### config.mk
export PLATFORM = sky130hd
export DESIGN_NAME = uart_tx_fifo
export DESIGN_NICKNAME = d
export VERILOG_FILES = /design/src/rtl/uart_tx_fifo.sv
export SDC_FILE = /design/constraint.sdc
export NUM_CORES = 1
export LEC_CHECK = 0
export CAP_MARGIN = 20
export CORE_MARGIN = 4
export CORE_UTILIZATION = 60
export DETAILED_ROUTE_END_ITERATION = 10
export PLACE_DENSITY_LB_ADDON = 0.08
export SYNTH_ARGS = -nofsm -noshare
export SYNTH_HDL_FRONTEND = slang
export SYNTH_SLANG_ARGS = --single-unit
### constraint.sdc
create_clock -name CLK -period 3.38 [get_ports CLK]
set_input_delay 0.676 -clock CLK [delete_from_list [all_inputs] [get_ports CLK]]
set_output_delay 0.676 -clock CLK [all_outputs]
set_load 0.05 [all_outputs]
### src/rtl/uart_tx_fifo.sv
// Buffered UART transmitter: a byte FIFO in front of an 8N1 serialiser (LSB first).
// Define UART_TX_PARITY_EN to insert an even-parity bit (8E1 frames).
module uart_tx_fifo #(
  parameter int CLK_PER_BIT     = 1042,
  parameter int FIFO_ADDR_WIDTH = 4
) (
  input  logic       CLK,
  input  logic       RST_N,
  input  logic [7:0] in_data,
  input  logic       in_valid,
  output logic       in_ready,
  output logic       UART_TX,
  output logic       busy
);

  localparam int DEPTH  = 2 ** FIFO_ADDR_WIDTH;
  localparam int BAUD_W = $clog2(CLK_PER_BIT);
  localparam logic [BAUD_W-1:0]        BAUD_LAST = BAUD_W'(CLK_PER_BIT - 1);
  localparam logic [FIFO_ADDR_WIDTH:0] FULL_CNT  = (FIFO_ADDR_WIDTH + 1)'(DEPTH);

`ifdef UART_TX_PARITY_EN
  typedef enum logic [2:0] {S_IDLE, S_START, S_DATA, S_PARITY, S_STOP} state_t;
`else
  typedef enum logic [1:0] {S_IDLE, S_START, S_DATA, S_STOP} state_t;
`endif

  // Handshake: a byte moves into the FIFO at a posedge where in_valid && in_ready.
  // in_ready depends only on registered state, so in_valid may wait on it.
  logic [7:0]                 mem [DEPTH];
  logic [FIFO_ADDR_WIDTH-1:0] wr_ptr;
  logic [FIFO_ADDR_WIDTH-1:0] rd_ptr;
  logic [FIFO_ADDR_WIDTH:0]   count;

  state_t            state;
  logic [BAUD_W-1:0] baud_cnt;
  logic [2:0]        bit_cnt;
  logic [7:0]        shreg;
  logic              tx_q;
`ifdef UART_TX_PARITY_EN
  logic              par_q;
`endif

  logic       push;
  logic       pop;
  logic       fifo_empty;
  logic       baud_end;
  logic [7:0] head;

  assign fifo_empty = (count == '0);
  assign in_ready   = (count != FULL_CNT);
  assign push       = in_valid && in_ready;
  assign baud_end   = (baud_cnt == BAUD_LAST);
  assign head       = mem[rd_ptr];
  // Pop from IDLE, or at the end of STOP so the next start bit follows with no gap.
  assign pop        = !fifo_empty && ((state == S_IDLE) || ((state == S_STOP) && baud_end));
  assign busy       = (state != S_IDLE) || !fifo_empty;
  assign UART_TX    = tx_q;

  always_ff @(posedge CLK or negedge RST_N) begin
    if (!RST_N) begin
      wr_ptr <= '0;
      rd_ptr <= '0;
      count  <= '0;
    end else begin
      if (push) wr_ptr <= wr_ptr + 1'b1;
      if (pop)  rd_ptr <= rd_ptr + 1'b1;
      case ({push, pop})
        2'b10:   count <= count + 1'b1;
        2'b01:   count <= count - 1'b1;
        default: ;
      endcase
    end
  end

  always_ff @(posedge CLK) begin
    if (push) mem[wr_ptr] <= in_data;
  end

  always_ff @(posedge CLK or negedge RST_N) begin
    if (!RST_N) begin
      state    <= S_IDLE;
      baud_cnt <= '0;
      bit_cnt  <= '0;
      shreg    <= '0;
      tx_q     <= 1'b1;
`ifdef UART_TX_PARITY_EN
      par_q    <= 1'b0;
`endif
    end else begin
      baud_cnt <= ((state == S_IDLE) || baud_end) ? '0 : baud_cnt + 1'b1;
      case (state)
        S_IDLE: begin
          if (pop) begin
            shreg <= head;
            tx_q  <= 1'b0;
            state <= S_START;
`ifdef UART_TX_PARITY_EN
            par_q <= ^head;
`endif
          end
        end
        S_START: begin
          if (baud_end) begin
            tx_q    <= shreg[0];
            bit_cnt <= '0;
            state   <= S_DATA;
          end
        end
        S_DATA: begin
          if (baud_end) begin
            if (bit_cnt == 3'd7) begin
`ifdef UART_TX_PARITY_EN
              tx_q  <= par_q;
              state <= S_PARITY;
`else
              tx_q  <= 1'b1;
              state <= S_STOP;
`endif
            end else begin
              shreg   <= shreg >> 1;
              tx_q    <= shreg[1];
              bit_cnt <= bit_cnt + 1'b1;
            end
          end
        end
`ifdef UART_TX_PARITY_EN
        S_PARITY: begin
          if (baud_end) begin
            tx_q  <= 1'b1;
            state <= S_STOP;
          end
        end
`endif
        S_STOP: begin
          if (baud_end) begin
            if (pop) begin
              shreg <= head;
              tx_q  <= 1'b0;
              state <= S_START;
`ifdef UART_TX_PARITY_EN
              par_q <= ^head;
`endif
            end else begin
              state <= S_IDLE;
            end
          end
        end
        default: state <= S_IDLE;
      endcase
    end
  end

endmodule

==> results.ini <==
[route]
wl_um = 12800
vias_per_cell = 5.97
drt_iter0_drc = 253
detail-route-antenna-nets = 0
num_vias = 3664
wl_per_cell_um = 20.8
drc = 0
drt_first_pass_iters = 4

[final_layout]
stdcell_area_mm2 = 0.00798
area_delta_synth_final_pct = 13.8
drive_gt1_frac = 0.210
diodes = 0
final_cells = 614
fillers = 760
nets = 491

[clock_tree]
htree_levels = 4
clk_latency_ns = 0.41
clkTransAtPathRegs_ns = 0.06
cts_tree = built
cts_buffers = 17
cts_buffer_depth = 2
ctsRootBufferMaster = clkbuf_16
clock_sinks = 166

[timing]
setup_viol = 0
slew_headroom = 0.441
tns_ns = 0
period_share = 0.916
skew_ns = 0.00538
fmax_mhz = 323
rsz0062_at_grt = no
hold_viol = 0
finalMaxSlewViolations = 0
min_period_ns = 3.10
tightest_slew_ns = 0.838
worst_slack_ns = 0.285

[floorplan]
die_area_mm2 = 0.0135
chipWidth_um = 116
core_mm2 = 0.0114
fp.dieH_um = 116
initial_core_util = 0.614
top_level_ports = 14
rows = 39

[power]
vdd_drop_max_mv = 0.495
power_density_mw_per_mm2 = 861
p_leak_nw = 2.85

[yosys]
synth-adder-area-share = 0.0368
ys_seq_elements = 166
ys_types = 46
synth-compound-area-share = 0.0566
yosys.area_share.simple = 0.0641
synthMuxAreaShare = 0.115
synth_top_family_by_area = multiplexers
ys_warn_count = 0
synth_largest_area_cell = edfxtp_1
synthDominantCellAreaShare = 0.548
synthTopCellsByArea = edfxtp_1 (55%), dfrtp_1 (13%), mux4_2 (11%), ha_1 (3.4%), nor2_1 (2.0%)
syn-cell-area_mm2 = 0.00701
netlist_instances = 424
synth_nets = 455
ys_seq_area_frac = 0.684
yosys.area_share.xor_xnor = 0.0237
syn_avg_cell_area_um2 = 16.5

[global_routing]
overflow = 0
antenna_found_initial = 0
grt_pass1_wl_um = 20700
grt_pass1_vias = 3771
grt_usage = 0.212
grt_start_max_net_pins = 39

[placed_design]
placed_area_mm2 = 0.00741
io_buffers = 13
dp.final_hpwl_um = 8440
dp_cells = 584
pre_cts_ws_ns = 0.206
gp_congestion = 0.778

[critical_path]
cp.required_ns = 3.72
startpoint_type = register
endpoint_kind = register
crit_fanout = 6
critical_path_arrival_ns = 3.43
worstSetupPathType = reg2reg

[worst_hold_path]
hold_class = in2async

[outcome]
status = finished clean

[flow_run]
maxCapViolations = 0

[metal layers]
layer | up-vias | track usage | share of wire
met5 | - | 0 | 0
met4 | 0 | 0.0758 | 0.014
met3 | 16 | 0.0461 | 0.039
met2 | 100 | 0.340 | 0.51
met1 | 1848 | 0.293 | 0.44
li1 | 1700 | - | -
[final timing paths]
path,to,slack (ns),start,depth (start not counted)
worst max-delay path,count[4],0.28,baud_cnt[1],13
worst min-delay path,count[1],0.36,RST_N,1
worst max register to register,count[4],0.28,baud_cnt[1],13
worst min register to register,count[4],0.49,count[4],1
max in group asynchronous,rd_ptr[0],2.44,RST_N,1
min in group CLK,count[4],0.49,count[4],1
[state kept, by name (all words and copies together) (netlist names)]
| name | flops |
|---|---|
| UART_TX | 1 |
| baud_cnt | 11 |
| bit_cnt | 3 |
| count | 5 |
| mem | 128 |
| rd_ptr | 4 |
| shreg | 8 |
| state | 2 |
| wr_ptr | 4 |
[synth_stat cells, drive strengths merged]
master / count
nand4: 7
xnor2: 7
nand2b: 2
and2: 2
a21oi: 24
edfxtp: 128
o21a: 1
nor2: 37
and4bb: 1
a22oi: 14
and4: 1
a221oi: 1
a21boi: 1
nor4b: 1
o21ai: 6
nor3: 5
nor2b: 7
nand2: 18
fa: 1
mux4: 33
o22ai: 1
ha: 19
a41oi: 1
o31ai: 2
xor2: 12
nor3b: 1
clkbuf: 9
mux2i: 2
o2111ai: 1
a32o: 1
buf: 9
dfstp: 1
o22a: 1
and3: 3
nor4: 1
dfrtp: 37
nand3: 5
a31o: 2
a21o: 1
mux2: 4
inv: 14
[layout by cell type (no fill, tap or decap), drive strengths merged, types with 2 or more instances in the layout]
| cell type | n |
|---|---|
| xnor2 | 7 |
| mux2i | 2 |
| nand2 | 18 |
| a21oi | 24 |
| nor3 | 5 |
| nand2b | 2 |
| mux2 | 4 |
| o31ai | 2 |
| a22oi | 14 |
| dfrtp | 37 |
| o21ai | 6 |
| and3 | 3 |
| inv | 14 |
| clkdlybuf4s50 | 12 |
| nor2 | 37 |
| xor2 | 12 |
| buf | 23 |
| edfxtp | 128 |
| clkbuf | 17 |
| nor2b | 7 |
| mux4 | 33 |
| nand4 | 7 |
| ha | 19 |
| clkinv | 9 |
| nand3 | 5 |
| and2 | 2 |
| bufinv | 3 |
| a31o | 2 |
[per-stage QoR]
stage / util / power, mW / hold slack (ns)
after global routing: 0.699 / 7.29 / 0.440
after global placement: 0.649 / 5.00 / 0.485
after CTS: 0.698 / 6.94 / 0.385
final: 0.699 / 6.87 / 0.362
after detailed placement: 0.649 / 5.07 / 0.492
after floorplan: - / 4.47 / 0.380
[kinds of logic after synthesis]
family / count (synthesis)
adders and majority gates: 20
xor gates and xnor gates: 19
muxes: 39
AOI/OAI and AO/OA: 57
DFF: 166
and+or+nand+nor: 91
buffers and inverters: 32
[critical path, cell delays in order, from the launching register on]
cell and delay (ns):
dfrtp_1 0.43, inv_1 0.08, ha_1 0.14, nor4b_4 0.34, a41oi_1 0.22, nor2_2 0.26, ha_1 0.29, inv_1 0.10
fa_1 0.41, nor2b_1 0.12, o21ai_0 0.11, and3_1 0.20, nor3_1 0.16, xor2_1 0.16
[what timing repair did]
item	4_1_cts	5_1_grt
endpoints found under the setup margin	0	1
hold buffers	0	0
endpoints found under the hold margin	0	0
gates resized for setup	0	1
buffers inserted	0	0
[layout make-up]
type	instances	area, um2	share of cell area
Sequential cell	166	4800	0.601
Multi-Input combinational cell	226	2080	0.261
Timing Repair Buffer	35	303	0.0380
Clock buffer	17	425	0.0533
Inverter	14	52.6	0.00659
Tap cell	143	179	0.0224
Clock inverter	13	140	0.0176
[report_power, final]
part / switching (mW) / internal (mW) / total [mW]
combinational: 1.18 / 1.02 / 2.20
sequential: 0.277 / 2.55 / 2.83
clock: 0.709 / 1.14 / 1.84
(Power assumes the default switching activity.)
